<file path="src/rtl/stereo_calc_scheduler_pkg.sv">
// Shared types and window defaults for the stereo calc-buffer scheduler.
// The window defaults must stay in step with the cam2ram window constants.
package stereo_pkg;
   localparam int DEF_WIN_W = 79;
   localparam int DEF_WIN_H = 16;
   localparam int X_W       = 7;
   localparam int Y_W       = 4;
   localparam int PIX_W     = 3;
   localparam int CNT_W     = 8;

   typedef enum logic [2:0] {
      IDLE  = 3'd0,
      ARM   = 3'd1,
      READ  = 3'd2,
      DRAIN = 3'd3,
      DONE  = 3'd4
   } sched_state_t;

   typedef enum logic [1:0] {
      OFF    = 2'd0,
      CAPT   = 2'd1,
      FROZEN = 2'd2
   } trk_state_t;
endpackage

</file>
<file path="src/rtl/stereo_calc_scheduler_if.sv">
// Bundles the capture gates, calc-RAM read port and matcher stream of the scheduler.
interface stereo_calc_scheduler_if #(
   parameter int ADDR_W = 11
);
   logic                        enable;
   logic                        left_vsync;
   logic                        right_vsync;
   logic                        cap_en_left;
   logic                        cap_en_right;
   logic [ADDR_W-1:0]           rdaddr_calc;
   logic                        match_ready;
   logic [stereo_pkg::PIX_W-1:0] q_left;
   logic [stereo_pkg::PIX_W-1:0] q_right;
   logic                        pix_valid;
   logic [stereo_pkg::PIX_W-1:0] pix_left;
   logic [stereo_pkg::PIX_W-1:0] pix_right;
   logic [stereo_pkg::X_W-1:0]   pix_x;
   logic [stereo_pkg::Y_W-1:0]   pix_y;
   logic                        pix_last;
   logic                        frame_done;
   logic [stereo_pkg::CNT_W-1:0] frame_cnt;
   logic                        skew_err;
   logic                        busy;

   modport slave (
      input  enable, left_vsync, right_vsync, match_ready, q_left, q_right,
      output cap_en_left, cap_en_right, rdaddr_calc, pix_valid, pix_left, pix_right,
             pix_x, pix_y, pix_last, frame_done, frame_cnt, skew_err, busy
   );

   modport master (
      output enable, left_vsync, right_vsync, match_ready, q_left, q_right,
      input  cap_en_left, cap_en_right, rdaddr_calc, pix_valid, pix_left, pix_right,
             pix_x, pix_y, pix_last, frame_done, frame_cnt, skew_err, busy
   );
endinterface

</file>
<file path="src/rtl/stereo_calc_scheduler_cam_frame_tracker.sv">
// Per-camera capture gate: synchronises raw vsync and opens the calc-buffer write
// window for exactly one vsync-to-vsync frame, then freezes it.
module cam_frame_tracker
   import stereo_pkg::*;
(
   input  logic i_clk,
   input  logic i_rst,
   input  logic i_vsync,
   input  logic i_hold_off,
   output logic o_cap_en,
   output logic o_frozen
);
   logic [2:0] r_sync;
   logic       r_cap_en;
   logic       w_edge;
   trk_state_t r_state;
   trk_state_t w_next;

   always_ff @(posedge i_clk or posedge i_rst) begin
      if (i_rst) begin
         r_sync   <= 3'b000;
         r_state  <= OFF;
         r_cap_en <= 1'b0;
      end else begin
         r_sync   <= {r_sync[1:0], i_vsync};
         r_state  <= w_next;
         r_cap_en <= (w_next == CAPT);
      end
   end

   // r_sync[1] is the synchronised level, r_sync[2] its previous value
   always_comb begin
      w_edge = r_sync[1] & ~r_sync[2];
      w_next = r_state;
      if (i_hold_off) begin
         w_next = OFF;
      end else begin
         case (r_state)
            OFF:     w_next = w_edge ? CAPT : OFF;
            CAPT:    w_next = w_edge ? FROZEN : CAPT;
            FROZEN:  w_next = FROZEN;
            default: w_next = OFF;
         endcase
      end
   end

   assign o_cap_en = r_cap_en;
   assign o_frozen = (r_state == FROZEN);
endmodule

</file>
<file path="src/rtl/stereo_calc_scheduler.sv">
// Stereo calc-buffer scheduler: gates one clean frame into each calc buffer, then
// reads both in lockstep and streams delay-matched pixel pairs to the matcher.
module stereo_calc_scheduler
   import stereo_pkg::*;
#(
   parameter int WIN_W        = DEF_WIN_W,
   parameter int WIN_H        = DEF_WIN_H,
   parameter int ADDR_W       = 11,
   parameter int RD_LAT       = 2,
   parameter int SKEW_TIMEOUT = 1000000,
   parameter int TO_W         = 24
)(
   input logic                    i_sysclk,
   input logic                    i_rst,
   stereo_calc_scheduler_if.slave bus
);
   localparam logic [X_W-1:0]  X_LAST  = X_W'(WIN_W - 1);
   localparam logic [Y_W-1:0]  Y_LAST  = Y_W'(WIN_H - 1);
   localparam logic [TO_W-1:0] TO_LAST = TO_W'(SKEW_TIMEOUT - 1);

   sched_state_t      r_state;
   sched_state_t      w_next;
   logic              w_issue, w_fire, w_hold_off, w_is_last;
   logic              w_cap_l, w_cap_r, w_frozen_l, w_frozen_r;
   logic [TO_W-1:0]   r_timer;
   logic [ADDR_W-1:0] r_addr;
   logic [X_W-1:0]    r_x;
   logic [Y_W-1:0]    r_y;
   logic [RD_LAT-1:0] r_pv, r_pl;
   logic [X_W-1:0]    r_px [RD_LAT];
   logic [Y_W-1:0]    r_py [RD_LAT];
   logic              r_pix_valid, r_pix_last, r_frame_done, r_skew_err, r_busy;
   logic [PIX_W-1:0]  r_pix_left, r_pix_right;
   logic [X_W-1:0]    r_pix_x;
   logic [Y_W-1:0]    r_pix_y;
   logic [CNT_W-1:0]  r_frame_cnt;

   cam_frame_tracker u_trk_left (
      .i_clk(i_sysclk), .i_rst(i_rst), .i_vsync(bus.left_vsync),
      .i_hold_off(w_hold_off), .o_cap_en(w_cap_l), .o_frozen(w_frozen_l)
   );

   cam_frame_tracker u_trk_right (
      .i_clk(i_sysclk), .i_rst(i_rst), .i_vsync(bus.right_vsync),
      .i_hold_off(w_hold_off), .o_cap_en(w_cap_r), .o_frozen(w_frozen_r)
   );

   assign w_is_last = (r_x == X_LAST) && (r_y == Y_LAST);

   always_comb begin
      w_next     = r_state;
      w_issue    = 1'b0;
      w_fire     = 1'b0;
      w_hold_off = 1'b0;
      case (r_state)
         IDLE: begin
            w_hold_off = 1'b1;
            w_next     = bus.enable ? ARM : IDLE;
         end
         ARM: begin
            if (w_frozen_l && w_frozen_r) begin
               w_next = READ;
            end else if ((w_frozen_l ^ w_frozen_r) && (r_timer == TO_LAST)) begin
               w_fire     = 1'b1;
               w_hold_off = 1'b1;
            end else begin
               w_next = ARM;
            end
         end
         READ: begin
            w_issue = bus.match_ready;
            w_next  = (bus.match_ready && w_is_last) ? DRAIN : READ;
         end
         DRAIN: w_next = (r_pv == {RD_LAT{1'b0}}) ? DONE : DRAIN;
         DONE: begin
            w_hold_off = 1'b1;
            w_next     = bus.enable ? ARM : IDLE;
         end
         default: w_next = IDLE;
      endcase
   end

   // Skew timer only runs while exactly one camera has frozen
   always_ff @(posedge i_sysclk or posedge i_rst) begin
      if (i_rst) begin
         r_state <= IDLE;
         r_timer <= {TO_W{1'b0}};
         r_addr  <= {ADDR_W{1'b0}};
         r_x     <= {X_W{1'b0}};
         r_y     <= {Y_W{1'b0}};
      end else begin
         r_state <= w_next;
         if ((r_state == ARM) && (w_frozen_l ^ w_frozen_r) && !w_fire) begin
            r_timer <= r_timer + TO_W'(1);
         end else begin
            r_timer <= {TO_W{1'b0}};
         end
         if ((r_state == ARM) && (w_next == READ)) begin
            r_addr <= {ADDR_W{1'b0}};
            r_x    <= {X_W{1'b0}};
            r_y    <= {Y_W{1'b0}};
         end else if (w_issue && !w_is_last) begin
            r_addr <= r_addr + ADDR_W'(1);
            if (r_x == X_LAST) begin
               r_x <= {X_W{1'b0}};
               r_y <= r_y + Y_W'(1);
            end else begin
               r_x <= r_x + X_W'(1);
            end
         end
      end
   end

   // Issue pipe matches the RAM latency; the output stage registers q
   always_ff @(posedge i_sysclk or posedge i_rst) begin
      if (i_rst) begin
         r_pv         <= {RD_LAT{1'b0}};
         r_pl         <= {RD_LAT{1'b0}};
         for (int i = 0; i < RD_LAT; i++) begin
            r_px[i] <= {X_W{1'b0}};
            r_py[i] <= {Y_W{1'b0}};
         end
         r_pix_valid  <= 1'b0;
         r_pix_last   <= 1'b0;
         r_pix_left   <= {PIX_W{1'b0}};
         r_pix_right  <= {PIX_W{1'b0}};
         r_pix_x      <= {X_W{1'b0}};
         r_pix_y      <= {Y_W{1'b0}};
         r_frame_done <= 1'b0;
         r_frame_cnt  <= {CNT_W{1'b0}};
         r_skew_err   <= 1'b0;
         r_busy       <= 1'b0;
      end else begin
         r_pv[0] <= w_issue;
         r_pl[0] <= w_issue & w_is_last;
         r_px[0] <= r_x;
         r_py[0] <= r_y;
         for (int i = 1; i < RD_LAT; i++) begin
            r_pv[i] <= r_pv[i-1];
            r_pl[i] <= r_pl[i-1];
            r_px[i] <= r_px[i-1];
            r_py[i] <= r_py[i-1];
         end
         r_pix_valid  <= r_pv[RD_LAT-1];
         r_pix_last   <= r_pl[RD_LAT-1];
         r_pix_x      <= r_px[RD_LAT-1];
         r_pix_y      <= r_py[RD_LAT-1];
         r_pix_left   <= bus.q_left;
         r_pix_right  <= bus.q_right;
         r_frame_done <= (w_next == DONE);
         r_frame_cnt  <= (w_next == DONE) ? r_frame_cnt + CNT_W'(1) : r_frame_cnt;
         r_skew_err   <= w_fire;
         r_busy       <= (w_next != IDLE);
      end
   end

   assign bus.cap_en_left  = w_cap_l;
   assign bus.cap_en_right = w_cap_r;
   assign bus.rdaddr_calc  = r_addr;
   assign bus.pix_valid    = r_pix_valid;
   assign bus.pix_left     = r_pix_left;
   assign bus.pix_right    = r_pix_right;
   assign bus.pix_x        = r_pix_x;
   assign bus.pix_y        = r_pix_y;
   assign bus.pix_last     = r_pix_last;
   assign bus.frame_done   = r_frame_done;
   assign bus.frame_cnt    = r_frame_cnt;
   assign bus.skew_err     = r_skew_err;
   assign bus.busy         = r_busy;
endmodule

</file>
<file path="src/flat_wrapper.sv">
// flat-port wrapper written by rule: the top's interface ports become plain ports
module stereo_calc_scheduler_flat import stereo_pkg::*;
#(
   parameter int WIN_W        = DEF_WIN_W,
   parameter int WIN_H        = DEF_WIN_H,
   parameter int ADDR_W       = 11,
   parameter int RD_LAT       = 2,
   parameter int SKEW_TIMEOUT = 1000000,
   parameter int TO_W         = 24
)
  (i_sysclk, i_rst, bus_enable, bus_left_vsync, bus_right_vsync, bus_match_ready, bus_q_left, bus_q_right, bus_cap_en_left, bus_cap_en_right, bus_rdaddr_calc, bus_pix_valid, bus_pix_left, bus_pix_right, bus_pix_x, bus_pix_y, bus_pix_last, bus_frame_done, bus_frame_cnt, bus_skew_err, bus_busy);
  stereo_calc_scheduler_if #(.ADDR_W(ADDR_W)) bus_i ();
  input logic i_sysclk;
  input logic i_rst;
  input wire logic [$bits(bus_i.enable)-1:0] bus_enable;
  input wire logic [$bits(bus_i.left_vsync)-1:0] bus_left_vsync;
  input wire logic [$bits(bus_i.right_vsync)-1:0] bus_right_vsync;
  input wire logic [$bits(bus_i.match_ready)-1:0] bus_match_ready;
  input wire logic [$bits(bus_i.q_left)-1:0] bus_q_left;
  input wire logic [$bits(bus_i.q_right)-1:0] bus_q_right;
  output wire logic [$bits(bus_i.cap_en_left)-1:0] bus_cap_en_left;
  output wire logic [$bits(bus_i.cap_en_right)-1:0] bus_cap_en_right;
  output wire logic [$bits(bus_i.rdaddr_calc)-1:0] bus_rdaddr_calc;
  output wire logic [$bits(bus_i.pix_valid)-1:0] bus_pix_valid;
  output wire logic [$bits(bus_i.pix_left)-1:0] bus_pix_left;
  output wire logic [$bits(bus_i.pix_right)-1:0] bus_pix_right;
  output wire logic [$bits(bus_i.pix_x)-1:0] bus_pix_x;
  output wire logic [$bits(bus_i.pix_y)-1:0] bus_pix_y;
  output wire logic [$bits(bus_i.pix_last)-1:0] bus_pix_last;
  output wire logic [$bits(bus_i.frame_done)-1:0] bus_frame_done;
  output wire logic [$bits(bus_i.frame_cnt)-1:0] bus_frame_cnt;
  output wire logic [$bits(bus_i.skew_err)-1:0] bus_skew_err;
  output wire logic [$bits(bus_i.busy)-1:0] bus_busy;
  assign bus_i.enable = bus_enable;
  assign bus_i.left_vsync = bus_left_vsync;
  assign bus_i.right_vsync = bus_right_vsync;
  assign bus_i.match_ready = bus_match_ready;
  assign bus_i.q_left = bus_q_left;
  assign bus_i.q_right = bus_q_right;
  assign bus_cap_en_left = bus_i.cap_en_left;
  assign bus_cap_en_right = bus_i.cap_en_right;
  assign bus_rdaddr_calc = bus_i.rdaddr_calc;
  assign bus_pix_valid = bus_i.pix_valid;
  assign bus_pix_left = bus_i.pix_left;
  assign bus_pix_right = bus_i.pix_right;
  assign bus_pix_x = bus_i.pix_x;
  assign bus_pix_y = bus_i.pix_y;
  assign bus_pix_last = bus_i.pix_last;
  assign bus_frame_done = bus_i.frame_done;
  assign bus_frame_cnt = bus_i.frame_cnt;
  assign bus_skew_err = bus_i.skew_err;
  assign bus_busy = bus_i.busy;
  stereo_calc_scheduler #(.WIN_W(WIN_W), .WIN_H(WIN_H), .ADDR_W(ADDR_W), .RD_LAT(RD_LAT), .SKEW_TIMEOUT(SKEW_TIMEOUT), .TO_W(TO_W)) u_core (.i_sysclk(i_sysclk), .i_rst(i_rst), .bus(bus_i));
endmodule
</file>
<file path="config.mk">
export PLATFORM = sky130hd
export DESIGN_NAME = stereo_calc_scheduler_flat
export DESIGN_NICKNAME = d
export VERILOG_FILES = /design/src/rtl/stereo_calc_scheduler_pkg.sv /design/src/rtl/stereo_calc_scheduler_if.sv /design/src/rtl/stereo_calc_scheduler_cam_frame_tracker.sv /design/src/rtl/stereo_calc_scheduler.sv /design/src/flat_wrapper.sv
export SDC_FILE = /design/constraint.sdc
export NUM_CORES = 1
export LEC_CHECK = 0
export CORE_MARGIN = 2
export CORE_UTILIZATION = 50
export CTS_CLUSTER_DIAMETER = 40
export DETAILED_ROUTE_END_ITERATION = 12
export PLACE_DENSITY = 0.74
export SLEW_MARGIN = 20
export SYNTH_ARGS = -nofsm -noshare
export SYNTH_HDL_FRONTEND = slang
export SYNTH_SLANG_ARGS = --single-unit
export TNS_END_PERCENT = 5
</file>
<file path="constraint.sdc">
create_clock -name i_sysclk -period 5 [get_ports i_sysclk]
set_input_delay 0.5 -clock i_sysclk [delete_from_list [all_inputs] [get_ports i_sysclk]]
set_output_delay 0.5 -clock i_sysclk [all_outputs]
set_load 0.05 [all_outputs]
</file>
==> flow_summary.toml, run 1 <==
[yosys]
synthFlopType = "dfrtp_1"
ys_types = 41
synth_common_cells = "117 x dfrtp_1, 45 x nor2_1, 28 x nand2_1"
ys_ff_latch = 117
synth-edff-count = 0
ys_warn_count = 0
yosysTopAreaCellShare_pct = 65.20
syn-num-nets = 396
synthArstFlopShare_pct = 100.0
synthCells = 377
avgSynthCellArea_um2 = 11.91
seq_area_frac_synth_pct = 65.20
synth_largest_area_cell = "dfrtp_1"
synth_most_common_cell = "dfrtp_1"
synth_area_um2 = 4491
netlist_top_cells_area = "dfrtp_1 65%, xor2_1 4.5%, nor2_1 3.8%, xnor2_1 2.9%, nand3_1 2.9%"

[cts]
cts.sinks = 117
cts_resized = 0
cts_tree = "built"
path_clk_slew_ns = 0.05
cts_inserted_buffers = 17
cts_setup_buffers = 0
ctsRootBufferMaster = "clkbuf_8"
clk_path_buf_depth = 2
clk_latency_ns = 0.50
cts_max_level = 4
hold_buffers = 0

[place]
io_buffers = 54
dpl-instance-area_um2 = 5130
place_hpwl_mm = 5.182
dp_slack_ns = 2.600
place_congestion = 0.8249

[route]
met3_length_um = 444
wl_met2_mm = 3.864
drt_first_pass_iters = 4
drc_errors = 0
post_drt_wl_per_cell_um = 15.00
antenna_left = 0
highest_layer = "met4"
totalWireLength_mm = 8.443
via_per_inst = 5.401
drt-met1-wl_mm = 4.011
drt_iter0_markers = 139
vias = 3041

[floorplanning]
start_util_pct = 51.49
rows = 34
die_height_um = 98.77
fp.dieW_um = 98.77
coreArea_um2 = 8721
dieArea_um2 = 9756
io_pins = 55

[sta]
rsz0062_at_grt = "no"
fin_crit_ns = 2.480
tightestPinTransition_ns = 0.9640
period_share_pct = 49.60
relSlewSlack_pct = 35.14
setup_tns_ns = 0
finalHoldViolations = 0
setup_violations = 0
slew_viol_final = 0
max_freq_mhz = 403.2
skew_ns = 0.008154
setup_ws_ns = 2.520

[hold_path]
worstHoldEndpoint = "u_core.r_py[2]"
hold_class = "flip-flop to flip-flop"
hold_path_startpoint = "u_core.r_py[6]"
hold_path_depth = 0

[critical_path]
rrSetupSlack_ns = 2.52
crit_path_max_fanout = 6
cp-end-kind = "flip-flop"
critical_path_arrival_ns = 2.84
cp-start-kind = "flip-flop"
reg2regPathDepth = 7
r2r_start = "u_core.u_trk_right.r_state[1]"
timing.critical_path.from = "u_core.u_trk_right.r_state[1]"
crit_type = "flip-flop to flip-flop"
reg2reg_to = "u_core.u_trk_right.r_state[1]"
cp.required_ns = 5.36

[global_route]
grt_max_degree = 94
grt_usage_pct = 19.69
grt_pass1_wl_mm = 15.01
overflow = 0
grt_pass1_vias = 3096
antenna_found_initial = 0

[cells_and_area]
n_antenna_cell = 0
fin_area_um2 = 5731
area_growth_pct = 27.61
layout-drive-gt1-share_pct = 7.692
fin_nets = 462

[status]
status = "completed"

[power_and_ir_drop]
power.leakage_nw = 2.570
power-per-cell-area_nw_per_um2 = 446.9
vdd.ir_drop.worst_uv = 327.0

[run]
cap_viol_max_count = 0
[cells by family after synthesis]
family                     share of synthesized area (%)
xor gates and xnor gates                           7.412
muxes                                             0.2507
and+or+nand+nor                                    18.97
DFF                                                65.20
buffers and inverters                              1.449
AOI/OAI and AO/OA                                  4.765
adders and majority gates                          1.950
[how the worst max path moves through the flow]
stage | endpoint | slack, ns
after floorplan | u_core.bus.busy | 1.40
after global placement | u_core.bus.rdaddr_calc[9] | 2.68
after detailed placement | u_core.r_timer[23] | 2.60
after CTS | u_core.r_timer[23] | 2.50
after global routing | u_core.u_trk_right.r_state[1] | 2.35
final | u_core.u_trk_right.r_state[1] | 2.52
[sequential cells by signal, summed over array words and instances, names as in the netlist, 2 cells and up]
signal,count
u_core.u_trk_right.r_state,2
u_core.bus.rdaddr_calc,11
u_core.u_trk_right.r_sync,3
u_core.r_x,7
u_core.r_pl,2
u_core.bus.frame_cnt,8
u_core.bus.pix_x,7
u_core.r_timer,24
u_core.bus.pix_y,4
u_core.r_px,14
u_core.r_state,3
u_core.bus.pix_right,3
u_core.u_trk_left.r_sync,3
u_core.r_y,4
u_core.u_trk_left.r_state,2
u_core.r_py,8
u_core.bus.pix_left,3
u_core.r_pv,2
[cells in the final DEF (no fill, tap or decap), drive strengths merged, types with 2 or more instances in the layout]
cell and instances:
clkinvlp 3, nand3 26, nor2b 9, and3 10, clkdlybuf4s50 54, nand3b 2
a21oi 15, and4bb 2, nor2 45, a31oi 2, clkinv 5, o21ai 10
xor2 23, ha 7, nor3 10, and4 2, clkbuf 20, bufinv 3
a41oi 2, inv 5, nand4 13, nand2 28, dfrtp 117, or3 8
nor4 2, xnor2 15, nor4b 2
[layout make-up]
cell class	count	area, um^2
Inverter	5	23.77
Tap cell	108	135.1
Sequential cell	117	2928
Clock buffer	20	445.4
Multi-Input combinational cell	247	1498
Fill cell	640	2990
Clock inverter	11	152.6
Timing Repair Buffer	55	548.0
[per-layer routing]
layer	up-vias	GRT usage (%)
met5	-	0
met4	0	7.165
met3	13	6.879
met2	98	29.26
met1	1494	27.09
li1	1436	-
[power breakdown]
part           internal, W  switching [W]
clock network     0.000783       0.000414
logic             0.000104       0.000213
registers          0.00100      0.0000454
total              0.00189       0.000672
[per-stage QoR]
stage,hold WS (ns),total power (W),util (%),cells
after floorplan,0.3312,0.001283,-,377
after global placement,0.3311,0.001366,58.82,532
after detailed placement,0.3347,0.001375,58.82,532
after CTS,0.3403,0.002587,65.68,563
after global routing,0.3464,0.002673,65.71,563
final,0.3423,0.002561,65.71,563
[critical path, stage by stage, from the launching register on]
cell	delay (ns)
dfrtp_1	0.40
nor2b_1	0.16
ha_1	0.30
and4bb_1	0.27
nand4_1	0.14
or3_1	0.52
o22ai_1	0.42
nor2_1	0.13
No activity file was read; power rests on OpenSTA's default activity.
==> run 2: changes to the inputs <==
Clock period 5 ns to 2.5 ns, I/O delays scaled along.
==> run 2 against run 1 <==
First-iteration DRC count increased by 24%. Final cell count grew 0.89%. Sequential power grew 99%. Maximum frequency is 4.8% higher. Setup slack worse by 2.4 ns. Die area did not move. Routed wire length decreased by 1.7%. Register-to-register slack worse by 2.4 ns. Clock skew hardly changed. Clock power up 90%. Core utilization rose by 0.27 points. Cell area grew 0.41%. Critical endpoint unchanged. Largest power group unchanged. Highest routed layer unchanged.
==> flow_summary.toml, run 2 (same netlist as run 1, synthesis figures left out) <==
[status]
status = "completed"

[critical_path]
crit_type = "flip-flop to flip-flop"
crit_slowest_cell = "or3_4"
cp-end-kind = "flip-flop"
timing.critical_path.from = "u_core.u_trk_right.r_state[1]"
cp_cell_sequence = "nor2b_1 > ha_1 > and4bb_1 > nand4_1 > or3_4 > o22ai_1 > nor2_1"
max_stage_delay_ns = 0.45
cp_num_buf_inv = 0
cp_top_family = "simple AND/OR/NAND/NOR gates"
worst-path-stages = 7
cp-start-kind = "flip-flop"
r2r_start = "u_core.u_trk_right.r_state[1]"
crit_path_max_fanout = 6
cp.required_ns = 2.86
reg2regPathDepth = 7
critical_path_arrival_ns = 2.72

[route]
post_drt_wl_per_cell_um = 14.61
totalWireLength_mm = 8.297
drt_iter0_markers = 173
antenna_left = 0
vias = 3042
drc_errors = 0
drt_first_pass_iters = 4
via_per_inst = 5.356

[power_and_ir_drop]
power.leakage_nw = 2.581
power-per-cell-area_nw_per_um2 = 870.4
vdd.ir_drop.worst_uv = 446.0

[cells_and_area]
fin_util_pct = 65.98
mostFrequentLayoutCell = "dfrtp_1"
fin_nets = 466
layout-drive-gt1-share_pct = 8.696
fillers = 651
top_register = "u_core.r_timer"
largest_reg_flops = 24
layout_common_cells = "117 x dfrtp_1, 54 x clkdlybuf4s50_1, 45 x nor2_1"
final_cells = 568
area_growth_pct = 28.14
n_antenna_cell = 0

[global_route]
grt_usage_pct = 18.44
overflow = 0
grt_pass1_vias = 3012
busiest_layer = "met2"
grtUsageMet3_pct = 5.745
grt_use_met1_pct = 26.21
grtUsageMet2_pct = 26.82
grt_max_degree = 118
antenna_found_initial = 0
grt_pass1_wl_mm = 14.28

[cts]
clk_latency_ns = 0.50
cts_setup_buffers = 0
cts_inserted_buffers = 17
hold_buffers = 0
path_clk_slew_ns = 0.06
cts_resized = 0
cts_max_level = 4
cts_tree = "built"
ctsRootBufferMaster = "clkbuf_8"
cts.sinks = 117
clk_path_buf_depth = 2

[floorplanning]
die_height_um = 98.77
start_util_pct = 51.49
dieArea_um2 = 9756
io_pins = 55
fp.dieW_um = 98.77
rows = 34
coreArea_um2 = 8721

[sta]
slew_viol_final = 0
finalHoldViolations = 0
fin_crit_ns = 2.368
period_share_pct = 94.71
max_freq_mhz = 422.4
tightestPinTransition_ns = 0.6445
whs_ns = 0.1901
relSlewSlack_pct = 56.63
setup_tns_ns = 0
setup_violations = 0
rsz0062_at_grt = "no"
skew_ns = 0.008641

[place]
io_buffers = 54
dp.cells = 536
place_congestion = 0.8035
place_hpwl_mm = 5.261

[run]
cap_viol_max_count = 0

[hold_path]
hold_path_startpoint = "bus_q_right[0]"
hold_class = "input pin to flip-flop"
hold_path_depth = 1
==> run 2: final cells by class <==
class / count / area [um^2] / area share [%]
clock buffer: 21 / 449.2 / 7.806
timing repair buffer: 59 / 590.6 / 10.26
multi-input combinational: 247 / 1503 / 26.11
clock inverter: 11 / 126.4 / 2.196
tap: 108 / 135.1 / 2.348
sequential: 117 / 2928 / 50.88
inverter: 5 / 22.52 / 0.3914
==> run 2: power breakdown <==
part / internal [W] / switching (W)
clock: 0.00147 / 0.000811
sequential: 0.00200 / 0.0000916
combinational: 0.000211 / 0.000421
==> run 2: worst reg2reg max path: stages (launching register included) <==
cell	delay, ns
dfrtp_1	0.41
nor2b_1	0.17
ha_1	0.29
and4bb_1	0.28
nand4_1	0.11
or3_4	0.45
o22ai_1	0.38
nor2_1	0.13
==> run 2: path summary, 6_finish.rpt <==
| kind | endpoint | slack (ns) |
|---|---|---|
| setup / recovery | u_core.u_trk_right.r_state[1] | 0.13 |
| hold / removal | u_core.bus.pix_right[0] | 0.19 |
| setup reg to reg | u_core.u_trk_right.r_state[1] | 0.13 |
| hold reg to reg | u_core.bus.pix_y[2] | 0.35 |
| max in group asynchronous | u_core.u_trk_left.r_state[1] | 1.75 |
| min in group asynchronous | u_core.bus.pix_right[0] | 0.26 |
==> run 2: stage by stage <==
stage	power [W]	worst slack, ns	cell area, um^2
floorplan	0.002566	0.3427	4494
global placement	0.002738	0.2054	5174
detailed placement	0.002753	0.1379	5174
CTS	0.005074	0.08316	5749
global route	0.005243	0.03086	5754
finish	0.005008	0.1323	5754
==> run 2: metal layers <==
| metal | vias to the layer above | share of wire (%) |
|---|---|---|
| li1 | 1449 | - |
| met1 | 1509 | 48 |
| met2 | 77 | 46 |
| met3 | 7 | 5.0 |
| met4 | 0 | 0.84 |
| met5 | - | 0 |
==> run 3: changes to the inputs <==
Settings changed: SKIP_CTS_REPAIR_TIMING from default to 1.
==> results of run 3 <==
The final DEF is identical to that of run 2; final timing and power are the same.
